<file path="src/rtl/sync_sim_if.sv">
// sync_sim bus: run control in, wheel waveforms out.
// master drives enable/period, slave is the simulator.
interface sync_sim_if #(
  parameter int PERIOD_W = 24,
  parameter int TOOTH_W  = 8
);
  logic                enable;
  logic [PERIOD_W-1:0] period;
  logic                crank;
  logic                cam;
  logic                sync;
  logic [TOOTH_W-1:0]  tooth;

  modport master (
    output enable, period,
    input  crank, cam, sync, tooth
  );

  modport slave (
    input  enable, period,
    output crank, cam, sync, tooth
  );
endinterface

</file>
<file path="src/rtl/sync_sim.sv">
// sync_sim: N-minus-M crank/cam trigger-wheel simulator.
// Optional cam output enabled by defining SYNC_SIM_CAM_EN.
module sync_sim #(
  parameter int TEETH     = 60,
  parameter int MISSING   = 2,
  parameter int PERIOD_W  = 24,
  parameter int TOOTH_W   = 8,
  parameter int CAM_TOOTH = 10,
  parameter int CAM_WIDTH = 2
) (
  input logic       clock,
  input logic       reset_n,
  sync_sim_if.slave bus
);

  localparam int SLOTS  = 2 * TEETH;
  localparam int SLOT_W = $clog2(SLOTS);
  localparam int REAL   = TEETH - MISSING;

  localparam logic [SLOT_W-1:0] LAST =
    SLOT_W'(SLOTS - 1);
  localparam logic [SLOT_W-1:0] LAST_PULSE =
    SLOT_W'(2 * REAL - 2);
  localparam logic [SLOT_W-1:0] GAP =
    SLOT_W'(2 * REAL);
  localparam logic [PERIOD_W-1:0] P_MIN =
    PERIOD_W'(2);

  if (TEETH < 3 || MISSING < 1 ||
      MISSING > TEETH - 2 ||
      (2 ** TOOTH_W) < TEETH ||
      PERIOD_W < 2 || CAM_WIDTH < 1 ||
      CAM_TOOTH + CAM_WIDTH > TEETH)
  begin : g_bad_params
    $error("sync_sim: bad parameters");
  end

  logic                run_q, run_d;
  logic [PERIOD_W-1:0] psc_q, psc_d;
  logic [PERIOD_W-1:0] per_q, per_d;
  logic [SLOT_W-1:0]   slot_q, slot_d;
  logic                wrap_q, wrap_d;
  logic                crank_q, crank_d;
  logic                sync_q, sync_d;
  logic [TOOTH_W-1:0]  tooth_q, tooth_d;

  logic                live;
  logic                slot_end;
  logic [PERIOD_W-1:0] per_in;

  assign live     = bus.enable && run_q;
  assign slot_end = psc_q == per_q - PERIOD_W'(1);
  assign per_in   = (bus.period < P_MIN) ?
                    P_MIN : bus.period;

  // Prescaler, slot counter and period latch.
  always_comb begin
    run_d  = run_q;
    psc_d  = psc_q;
    per_d  = per_q;
    slot_d = slot_q;
    wrap_d = 1'b0;
    if (!bus.enable) begin
      run_d  = 1'b0;
      psc_d  = '0;
      slot_d = '0;
    end else if (!run_q) begin
      run_d  = 1'b1;
      psc_d  = '0;
      slot_d = '0;
      per_d  = per_in;
    end else if (slot_end) begin
      psc_d = '0;
      if (slot_q == LAST) begin
        slot_d = '0;
        per_d  = per_in;
        wrap_d = 1'b1;
      end else begin
        slot_d = slot_q + SLOT_W'(1);
      end
    end else begin
      psc_d = psc_q + PERIOD_W'(1);
    end
  end

  // Registered outputs lag the slot state by one clock.
  always_comb begin
    crank_d = 1'b0;
    sync_d  = 1'b0;
    tooth_d = '0;
    if (live) begin
      crank_d = (slot_q < LAST_PULSE) ?
                !slot_q[0] : (slot_q < GAP);
      sync_d  = wrap_q;
      tooth_d = TOOTH_W'(slot_q >> 1);
    end
  end

  // State and output registers.
  always_ff @(posedge clock or negedge reset_n) begin
    if (!reset_n) begin
      run_q   <= 1'b0;
      psc_q   <= '0;
      per_q   <= P_MIN;
      slot_q  <= '0;
      wrap_q  <= 1'b0;
      crank_q <= 1'b0;
      sync_q  <= 1'b0;
      tooth_q <= '0;
    end else begin
      run_q   <= run_d;
      psc_q   <= psc_d;
      per_q   <= per_d;
      slot_q  <= slot_d;
      wrap_q  <= wrap_d;
      crank_q <= crank_d;
      sync_q  <= sync_d;
      tooth_q <= tooth_d;
    end
  end

  assign bus.crank = crank_q;
  assign bus.sync  = sync_q;
  assign bus.tooth = tooth_q;

`ifdef SYNC_SIM_CAM_EN
  localparam logic [SLOT_W-1:0] CAM_LO =
    SLOT_W'(2 * CAM_TOOTH);
  localparam logic [SLOT_W-1:0] CAM_HI =
    SLOT_W'(2 * (CAM_TOOTH + CAM_WIDTH) - 1);

  logic phase_q, phase_d;
  logic cam_q, cam_d;

  // Phase flips per revolution so cam fires every 720 degrees.
  always_comb begin
    phase_d = phase_q;
    if (!bus.enable) begin
      phase_d = 1'b0;
    end else if (wrap_d) begin
      phase_d = !phase_q;
    end
    cam_d = live && phase_q &&
            slot_q >= CAM_LO &&
            slot_q <= CAM_HI;
  end

  // Cam phase and output registers.
  always_ff @(posedge clock or negedge reset_n) begin
    if (!reset_n) begin
      phase_q <= 1'b0;
      cam_q   <= 1'b0;
    end else begin
      phase_q <= phase_d;
      cam_q   <= cam_d;
    end
  end

  assign bus.cam = cam_q;
`else
  assign bus.cam = 1'b0;
`endif

endmodule

</file>
<file path="src/flat_wrapper.sv">
// flat-port wrapper written by rule: the top's interface ports become plain ports
module sync_sim_flat 
#(
  parameter int TEETH     = 60,
  parameter int MISSING   = 2,
  parameter int PERIOD_W  = 24,
  parameter int TOOTH_W   = 8,
  parameter int CAM_TOOTH = 10,
  parameter int CAM_WIDTH = 2
)
  (clock, reset_n, bus_enable, bus_period, bus_crank, bus_cam, bus_sync, bus_tooth);
  sync_sim_if #(.PERIOD_W(PERIOD_W), .TOOTH_W(TOOTH_W)) bus_i ();
  input logic clock;
  input logic reset_n;
  input wire logic [$bits(bus_i.enable)-1:0] bus_enable;
  input wire logic [$bits(bus_i.period)-1:0] bus_period;
  output wire logic [$bits(bus_i.crank)-1:0] bus_crank;
  output wire logic [$bits(bus_i.cam)-1:0] bus_cam;
  output wire logic [$bits(bus_i.sync)-1:0] bus_sync;
  output wire logic [$bits(bus_i.tooth)-1:0] bus_tooth;
  assign bus_i.enable = bus_enable;
  assign bus_i.period = bus_period;
  assign bus_crank = bus_i.crank;
  assign bus_cam = bus_i.cam;
  assign bus_sync = bus_i.sync;
  assign bus_tooth = bus_i.tooth;
  sync_sim #(.TEETH(TEETH), .MISSING(MISSING), .PERIOD_W(PERIOD_W), .TOOTH_W(TOOTH_W), .CAM_TOOTH(CAM_TOOTH), .CAM_WIDTH(CAM_WIDTH)) u_core (.clock(clock), .reset_n(reset_n), .bus(bus_i));
endmodule
</file>
<file path="config.mk">
export PLATFORM = sky130hd
export DESIGN_NAME = sync_sim_flat
export DESIGN_NICKNAME = d
export VERILOG_FILES = /design/src/rtl/sync_sim_if.sv /design/src/rtl/sync_sim.sv /design/src/flat_wrapper.sv
export SDC_FILE = /design/constraint.sdc
export NUM_CORES = 1
export LEC_CHECK = 0
export ABC_AREA = 0
export BUFFER_PORTS_ARGS = -buffer_cell sky130_fd_sc_hd__clkbuf_2
export CAP_MARGIN = 20
export CORE_MARGIN = 10
export CORE_UTILIZATION = 60
export CTS_BUF_LIST = sky130_fd_sc_hd__clkbuf_2 sky130_fd_sc_hd__clkbuf_4 sky130_fd_sc_hd__clkbuf_8
export DETAILED_ROUTE_END_ITERATION = 10
export PLACE_DENSITY = 0.87
export SETUP_SLACK_MARGIN = 0.2
export SYNTH_ARGS = -nofsm -noshare
export SYNTH_HDL_FRONTEND = slang
export SYNTH_SLANG_ARGS = --single-unit
export TNS_END_PERCENT = 20
</file>
<file path="constraint.sdc">
create_clock -name clock -period 4.2 [get_ports clock]
set_input_delay 0.21 -clock clock [delete_from_list [all_inputs] [get_ports clock]]
set_output_delay 0.21 -clock clock [all_outputs]
set_load 0.02 [all_outputs]
</file>
After elaboration in Yosys (flattened, before gate mapping) --
Cells that the tools add are included. W data, S select, Z words.
Operators by class: add/sub/neg operators 3, eq/ne operators 5, div/mod/pow operators 0, reduce and logical (&&, ||, !) cells 3, mux-type cells 20, $mul 0, bitwise operators 0, order comparisons 3, shift-type cells 0
Operator list (number):
- $mux W24 | 7
- $mux W7 | 4
- $add A24 B1 Y24 const B | 1
- $eq A24 B24 Y1 | 1
- $lt A24 B2 Y1 const B | 1
- $sub A24 B1 Y24 const B | 1
- $lt A7 B7 Y1 const B | 2
- $mux W1 | 8
- $add A7 B1 Y7 const B | 1
- $eq A7 B7 Y1 const B | 1
- $mux W6 | 1
- $ne A2 B2 Y1 const B | 2
- $ne A3 B3 Y1 const B | 1
- $reduce_and A3 Y1 | 1
- $logic_and A1 B1 Y1 | 1
- $logic_not A1 Y1 | 1
Word-level totals: flip-flop bits (word level) 65, memories kept 0, bits in latches 0, output and inout port bits 11, bits of input ports 27, bits in writable memories 0, ROM bits 0, word-level logic and storage cells 42

Longest topological paths before layout --
Gate-level depths: netlist (run 1).
depth in word-level cells 5, gate-level depth with buffers 13

Least setup slack after synthesis (run 1) --
Ideal clock, no wire load.
kind reg-to-reg, from reg u_core.per_q[1], to reg u_core.per_q[10], period minus slack after synthesis 3.160 ns, path slack 1.040 ns, setup time 0.125 ns, arrival time 3.035 ns, stages on the path, launching flop included 14, data required time 4.075 ns, cell sequence dfstp_2 clkbuf_1 inv_1 ha_1 nor2b_1 or3_1 a31oi_1 nand3_1 nor4_1 nand2_1 o32a_1 buf_6 buf_12 mux2_4
Between the ends: longest elaborated chain between the ends 4
Ends and longest elaborated chain:
- start: declaration | line sync_sim.sv:40 | logic [PERIOD_W-1:0] per_q, per_d;
- start signal: assignment | line sync_sim.sv:113 | per_q <= per_d;
- $sub A24 B1 Y24 | line sync_sim.sv:52 | assign slot_end = psc_q == per_q - PERIOD_W'(1);
- $eq A24 B24 Y1 | line sync_sim.sv:52
- $ne A2 B2 Y1 (no line)
- $reduce_and A3 Y1 (no line)
No other way between the ends. A chain may end at the register's enable or synchronous reset.

Final worst setup path (run 1) --
from reg u_core.per_q[6], to reg u_core.per_q[3]
The elaborated chain is that of the path after synthesis.

==> results of run 1 <==
## worst max-delay path, stage by stage, from the launching register on
cell     delay (ns)
dfrtp_1        0.47
nor3_1         0.57
nand4_2        0.30
or3b_2         0.58
xnor2_1        0.17
mux2i_1        0.10
a21oi_2        0.36
o32a_1         0.23
buf_4          0.38
mux2_2         0.39
## through the flow
| stage | util [%] | hold slack (ns) | instances | total power [mW] |
|---|---|---|---|---|
| 2_1_floorplan | - | -0.0856 | 397 | 0.924 |
| 6_report | 67.3 | 0.0360 | 508 | 1.50 |
| 4_1_cts | 67.3 | 0.0632 | 508 | 1.50 |
| 3_3_place_gp | 64.3 | 0.428 | 492 | 0.982 |
| 3_5_place_dp | 64.3 | 0.432 | 492 | 0.994 |
| 5_1_grt | 67.3 | 0.0997 | 508 | 1.56 |
## cell families (layout without fill, tap and decap cells)
group,after synthesis,count (layout),synth area share [%]
AND/OR/NAND/NOR,177,177,24.5
flip-flops,65,65,41.5
XOR/XNOR,53,53,11.8
AO/OA/AOI/OAI,37,37,6.22
multiplexers,31,31,10.4
buffers and inverters,28,62,4.53
adder cells (fa/ha/maj),3,3,0.957
other,1,3,0.0956
## where the power goes
group	internal [mW]	leakage, nW	total (mW)	switching (mW)
clock network	0.283	0.106	0.508	0.225
logic	0.127	0.877	0.258	0.131
registers	0.663	0.849	0.729	0.0660
## cell usage in the layout (no fill, tap or decap), types with 6 or more instances in the layout
cell type   n
dfrtp_1    64
nor2_1     46
xnor2_1    38
clkbuf_2   34
nand2_1    22
nor4_1     18
mux2_4     18
nand3_1    17
nor3_1     15
xor2_1     15
and3_1     14
clkbuf_8   13
nand4_1    10
o21ai_0    10
inv_1       8
mux2_2      7
mux2i_1     6
a31oi_1     6
## final cells by class
| class | count | area, sq um | area share [%] |
|---|---|---|---|
| clock buffers | 14 | 186 | 4.36 |
| inverters | 8 | 30.0 | 0.702 |
| well taps | 77 | 96.3 | 2.25 |
| multi-input cells | 304 | 2130 | 49.7 |
| clock inverters | 2 | 10.0 | 0.234 |
| repair buffers | 38 | 200 | 4.68 |
| flip-flops and latches | 65 | 1630 | 38.1 |
## state kept, by name, summed over array words and instances, names as in the netlist
register / count
u_core.psc_q: 24
u_core.bus.sync: 1
u_core.bus.tooth: 6
u_core.run_q: 1
u_core.bus.crank: 1
u_core.per_q: 24
u_core.wrap_q: 1
u_core.slot_q: 7
## routing by layer
metal	part of all wire [%]	up-vias	track usage, %
li1	-	1473	-
met1	45	1517	23.4
met2	46	133	27.8
met3	7.3	22	4.73
met4	2.2	0	7.72
met5	0	-	0
## final timing paths
check | startpoint | to | slack (ns) | cells past startpoint
setup / recovery | u_core.per_q[6] | u_core.per_q[3] | 0.53 | 9
hold / removal | reset_n | u_core.psc_q[1] | 0.04 | 2
setup reg to reg | u_core.per_q[6] | u_core.per_q[3] | 0.53 | 9
hold reg to reg | u_core.wrap_q | u_core.bus.sync | 0.53 | 1
max in group asynchronous | reset_n | u_core.slot_q[0] | 3.63 | 2
min in group clock | bus_enable | u_core.run_q | 0.11 | 1
==> out/results.ini, run 1 <==
[global_routing]
grt_pass1_vias = 3087
antenna_found_initial = 0
grt_overflow = 0
grt_pass1_wl_microns = 14900
track_usage_pct = 18.1
grt_max_degree = 66

[worst_setup_path]
worstSetupEndpointType = flip-flop
worstPathMaxFanout = 24
arrival_ns = 3.90
required_ns = 4.43
start_kind = flip-flop
crit_type = reg -> reg

[die]
start_util_pct = 61.8
row_count = 29
die_w_microns = 101
num_io_pins = 38
die-area_sq_um = 10200
die_h_microns = 101
core_sq_um = 6350

[clocking]
post-cts-setup-buffers = 0
cts_root_buffer = clkbuf_8
cts_buffers = 9
cts_sinks = 65
insertion_delay_ns = 0.34
clkTransAtPathRegs_ns = 0.07
cts_tree = built
cts_resized = 0
cts_hold_buf = 0
clock_path_buffers = 2
htreeDepth = 3

[yosys]
synth-edff-count = 0
ys_seq_area_share_pct = 41.5
yosys_warnings = 0
synth_top_area_share_pct = 40.8
ys.flop_type = dfrtp_1
ys_ff_latch = 65
ys_top_cells_by_area = dfrtp_1 41%, xnor2_1 8.5%, mux2_4 6.9%
syn_avg_cell_area_sq_um = 9.93
async_reset_ff_share_pct = 100
synth_cells = 395
synth_most_common_cell = dfrtp_1
yosysTopAreaCell = dfrtp_1
synth_cell_types = 59
synth_commonest_cells = 64 x dfrtp_1, 46 x nor2_1, 38 x xnor2_1, 22 x nand2_1
syn_area_sq_um = 3920

[power]
p_leak_nw = 1.83
peakVddDrop_mv = 0.280
p_per_area_nw_per_um2 = 350

[cells_and_area]
design.final.nets = 456
fin_area_sq_um = 4280
area_growth_pct = 8.99
layout-drive-gt1-share_pct = 22.0
nFillCells = 487
antennaDiodeCount = 0

[hold_path]
hp-class = in -> async

[timing]
hold_viol = 0
finalCritPeriodShare_pct = 87.4
rsz0062_at_grt = false
setup_violations = 0
clock.fmax_ghz = 0.272
layout_min_cycle_time_ns = 3.67
fin_ws_ns = 0.529
fin_tns_setup_ns = 0
tightest_slew_ns = 0.991
slew_viol_final = 0
max-slew-margin-rel_pct = 33.3
fin_skew_ns = 0.00751

[routing]
wire_per_inst_microns = 17.2
drtIter0Drc = 259
drc = 0
ant_nets = 0
via_count = 3145
wl_microns = 8740
dr.pass1.iters = 5
viasPerCell = 6.19

[placement]
place.gp.congestion = 0.972
port_buffers = 34
dp_hpwl_microns = 6500
place_area_sq_um = 4080
pre_cts_ws_ns = 0.561

[status]
status = completed

[run]
cap_viol_max_count = 0

Note: power is estimated with default switching activity, not from simulation.
==> run 2: changes to the inputs <==
- CORE_UTILIZATION: 60 -> 24
- PLACE_DENSITY: 0.87 -> 0.45
==> run 2 against run 1 <==
Net effect: non-clock buffer count up 2; register-to-register slack better by 0.02 ns; critical endpoint is now u_core.per_q[4]; sequential cell count unchanged; final area up 5.2%; worst hold slack better by 0.056 ns; combinational power up 2%; sequential power up 0.5%; largest cell class unchanged.
==> out/results.ini, run 2 (synthesis results as in run 1) <==
[cells_and_area]
antennaDiodeCount = 0  ; unchanged
final_cell_mix = 64 x dfrtp_1, 46 x nor2_1, 38 x xnor2_1
layout-drive-gt1-share_pct = 22.2  ; +0.13 points
area_growth_pct = 14.6
design.final.nets = 458  ; +0.44%
fin_area_sq_um = 4500  ; +5.2%
reg_top3 = u_core.per_q: 24 flops, u_core.psc_q: 24 flops, u_core.slot_q: 7 flops
nFillCells = 1728  ; +250%
layout_commonest_cell = dfrtp_1

[routing]
wl_met2_microns = 3900  ; -1.9%
drc = 0  ; unchanged
via_count = 2997  ; -4.7%
wl_microns = 9730  ; +11%
ant_nets = 0  ; unchanged
top_layer = met4
drtIter0Drc = 253  ; -2.3%
wire_per_inst_microns = 15.0  ; -13%
dr.pass1.iters = 4  ; -1
wl_met3_microns = 488  ; -24%
wl_met1_microns = 5190  ; +32%
viasPerCell = 4.62  ; -25%

[die]
die_w_microns = 148  ; +47%
die-area_sq_um = 21900  ; +110%
num_io_pins = 38  ; unchanged
core_sq_um = 15900  ; +150%
start_util_pct = 24.6  ; -37 points
row_count = 46  ; +59%
die_h_microns = 148  ; +47%

[clocking]
clkTransAtPathRegs_ns = 0.07  ; about the same
htreeDepth = 3  ; unchanged
cts_resized = 0  ; unchanged
cts_sinks = 65  ; unchanged
cts_hold_buf = 1  ; +1
cts_root_buffer = clkbuf_8
clock_path_buffers = 2  ; unchanged
post-cts-setup-buffers = 0  ; unchanged
insertion_delay_ns = 0.36  ; +0.02 ns
cts_tree = built
cts_buffers = 9  ; unchanged

[power]
p_leak_nw = 1.85  ; +0.96%
peakVddDrop_mv = 0.152  ; -46%
p_per_area_nw_per_um2 = 351  ; +0.33%
finalPower_mw = 1.58  ; +5.5%

[hold_path]
worstHoldEndpoint = u_core.run_q
hold_start = bus_enable
min_path_cells = 1
hp-class = in -> reg

[worst_setup_path]
start_kind = flip-flop
crit_type = reg -> reg
path_cells = nor3_1 > nand4_2 > or3b_2 > mux2i_1 > mux2i_1 > a21oi_2 > o32a_1 > buf_12 > mux2_2
worstPathMaxFanout = 23  ; -4.2%
arrival_ns = 3.89  ; about the same
required_ns = 4.44  ; about the same
path_buf_inv = 1  ; unchanged
cpLargestDelayFamily = simple AND/OR/NAND/NOR gates
cp_slowest_stage_delay_ns = 0.58  ; about the same
worst_r2r_path_depth = 9  ; unchanged
cp_slowest_cell = nor3_1
rrSetupSlack_ns = 0.55  ; +0.02 ns
crit_top_cell = mux2i_1
regToRegEndpoint = u_core.per_q[4]
reg2reg_from = u_core.per_q[7]
worstSetupEndpointType = flip-flop
critical_path_depth = 9  ; unchanged

[timing]
fin_tns_setup_ns = 0  ; unchanged
hold_viol = 0  ; unchanged
setup_violations = 0  ; unchanged
fin_skew_ns = 0.00781  ; +0.000306 ns
max-slew-margin-rel_pct = 38.9  ; +5.6 points
finalCritPeriodShare_pct = 86.8  ; -0.59 points
layout_min_cycle_time_ns = 3.65  ; -0.0249 ns
slew_viol_final = 0  ; unchanged
tightest_slew_ns = 0.908  ; -0.0825 ns
clock.fmax_ghz = 0.274  ; +0.68%
rsz0062_at_grt = false

[run]
cap_viol_max_count = 0  ; unchanged

[placement]
dp_hpwl_microns = 7390  ; +14%
port_buffers = 34  ; unchanged
place_area_sq_um = 4270  ; +4.8%
place.gp.congestion = 0.881  ; -9.3%

[status]
status = completed

[global_routing]
antenna_found_initial = 0  ; unchanged
grt_pass1_vias = 3070  ; -0.55%
grt_max_degree = 36  ; -45%
grt_overflow = 0  ; unchanged
track_usage_pct = 9.36  ; -8.7 points
grt_pass1_wl_microns = 16400  ; +9.9%

==> run 2: power by group <==
part / internal [mW] / switching (mW) / total [mW]
sequential: 0.663 / 0.0703 / 0.733
clock: 0.337 / 0.245 / 0.582
combinational: 0.129 / 0.134 / 0.263
==> run 2: worst register-to-register path, cell delays in order (launching register included) <==
cell	delay [ns]
dfrtp_1	0.48
nor3_1	0.58
nand4_2	0.30
or3b_2	0.58
mux2i_1	0.17
mux2i_1	0.10
a21oi_2	0.39
o32a_1	0.33
buf_12	0.24
mux2_2	0.37
==> run 2: layer usage <==
metal / track usage [%] / vias to the layer above
li1: - / 1466
met1: 13.2 / 1457
met2: 12.7 / 61
met3: 3.14 / 13
met4: 3.57 / 0
met5: 0 / -
==> run 2: worst max path at each step <==
stage	from	end	slack, ns
global route	u_core.per_q[6]	u_core.per_q[5]	0.27
finish	u_core.per_q[7]	u_core.per_q[4]	0.55
CTS	u_core.per_q[7]	u_core.per_q[4]	0.56
global placement	u_core.per_q[7]	u_core.per_q[5]	0.65
detailed placement	u_core.per_q[7]	u_core.per_q[2]	0.57
floorplan	u_core.per_q[1]	u_core.per_q[10]	1.04
==> run 2: cell type report <==
cell class | instances | area, sq um | area share, %
Multi-Input combinational cell | 304 | 2130 | 47.3
Inverter | 8 | 30.0 | 0.668
Tap cell | 216 | 270 | 6.01
Sequential cell | 65 | 1630 | 36.2
Timing Repair Buffer | 40 | 230 | 5.12
Clock buffer | 10 | 131 | 2.92
Clock inverter | 6 | 82.6 | 1.84
==> run 2: metrics by stage <==
stage / worst slack (ns) / hold WS [ns] / instances / util (%)
2_1_floorplan: 1.04 / -0.0856 / 397 / -
3_3_place_gp: 0.646 / 0.347 / 632 / 26.8
3_5_place_dp: 0.573 / 0.350 / 632 / 26.8
4_1_cts: 0.558 / 0.0758 / 649 / 28.2
5_1_grt: 0.268 / 0.0831 / 649 / 28.2
6_report: 0.553 / 0.0915 / 649 / 28.2
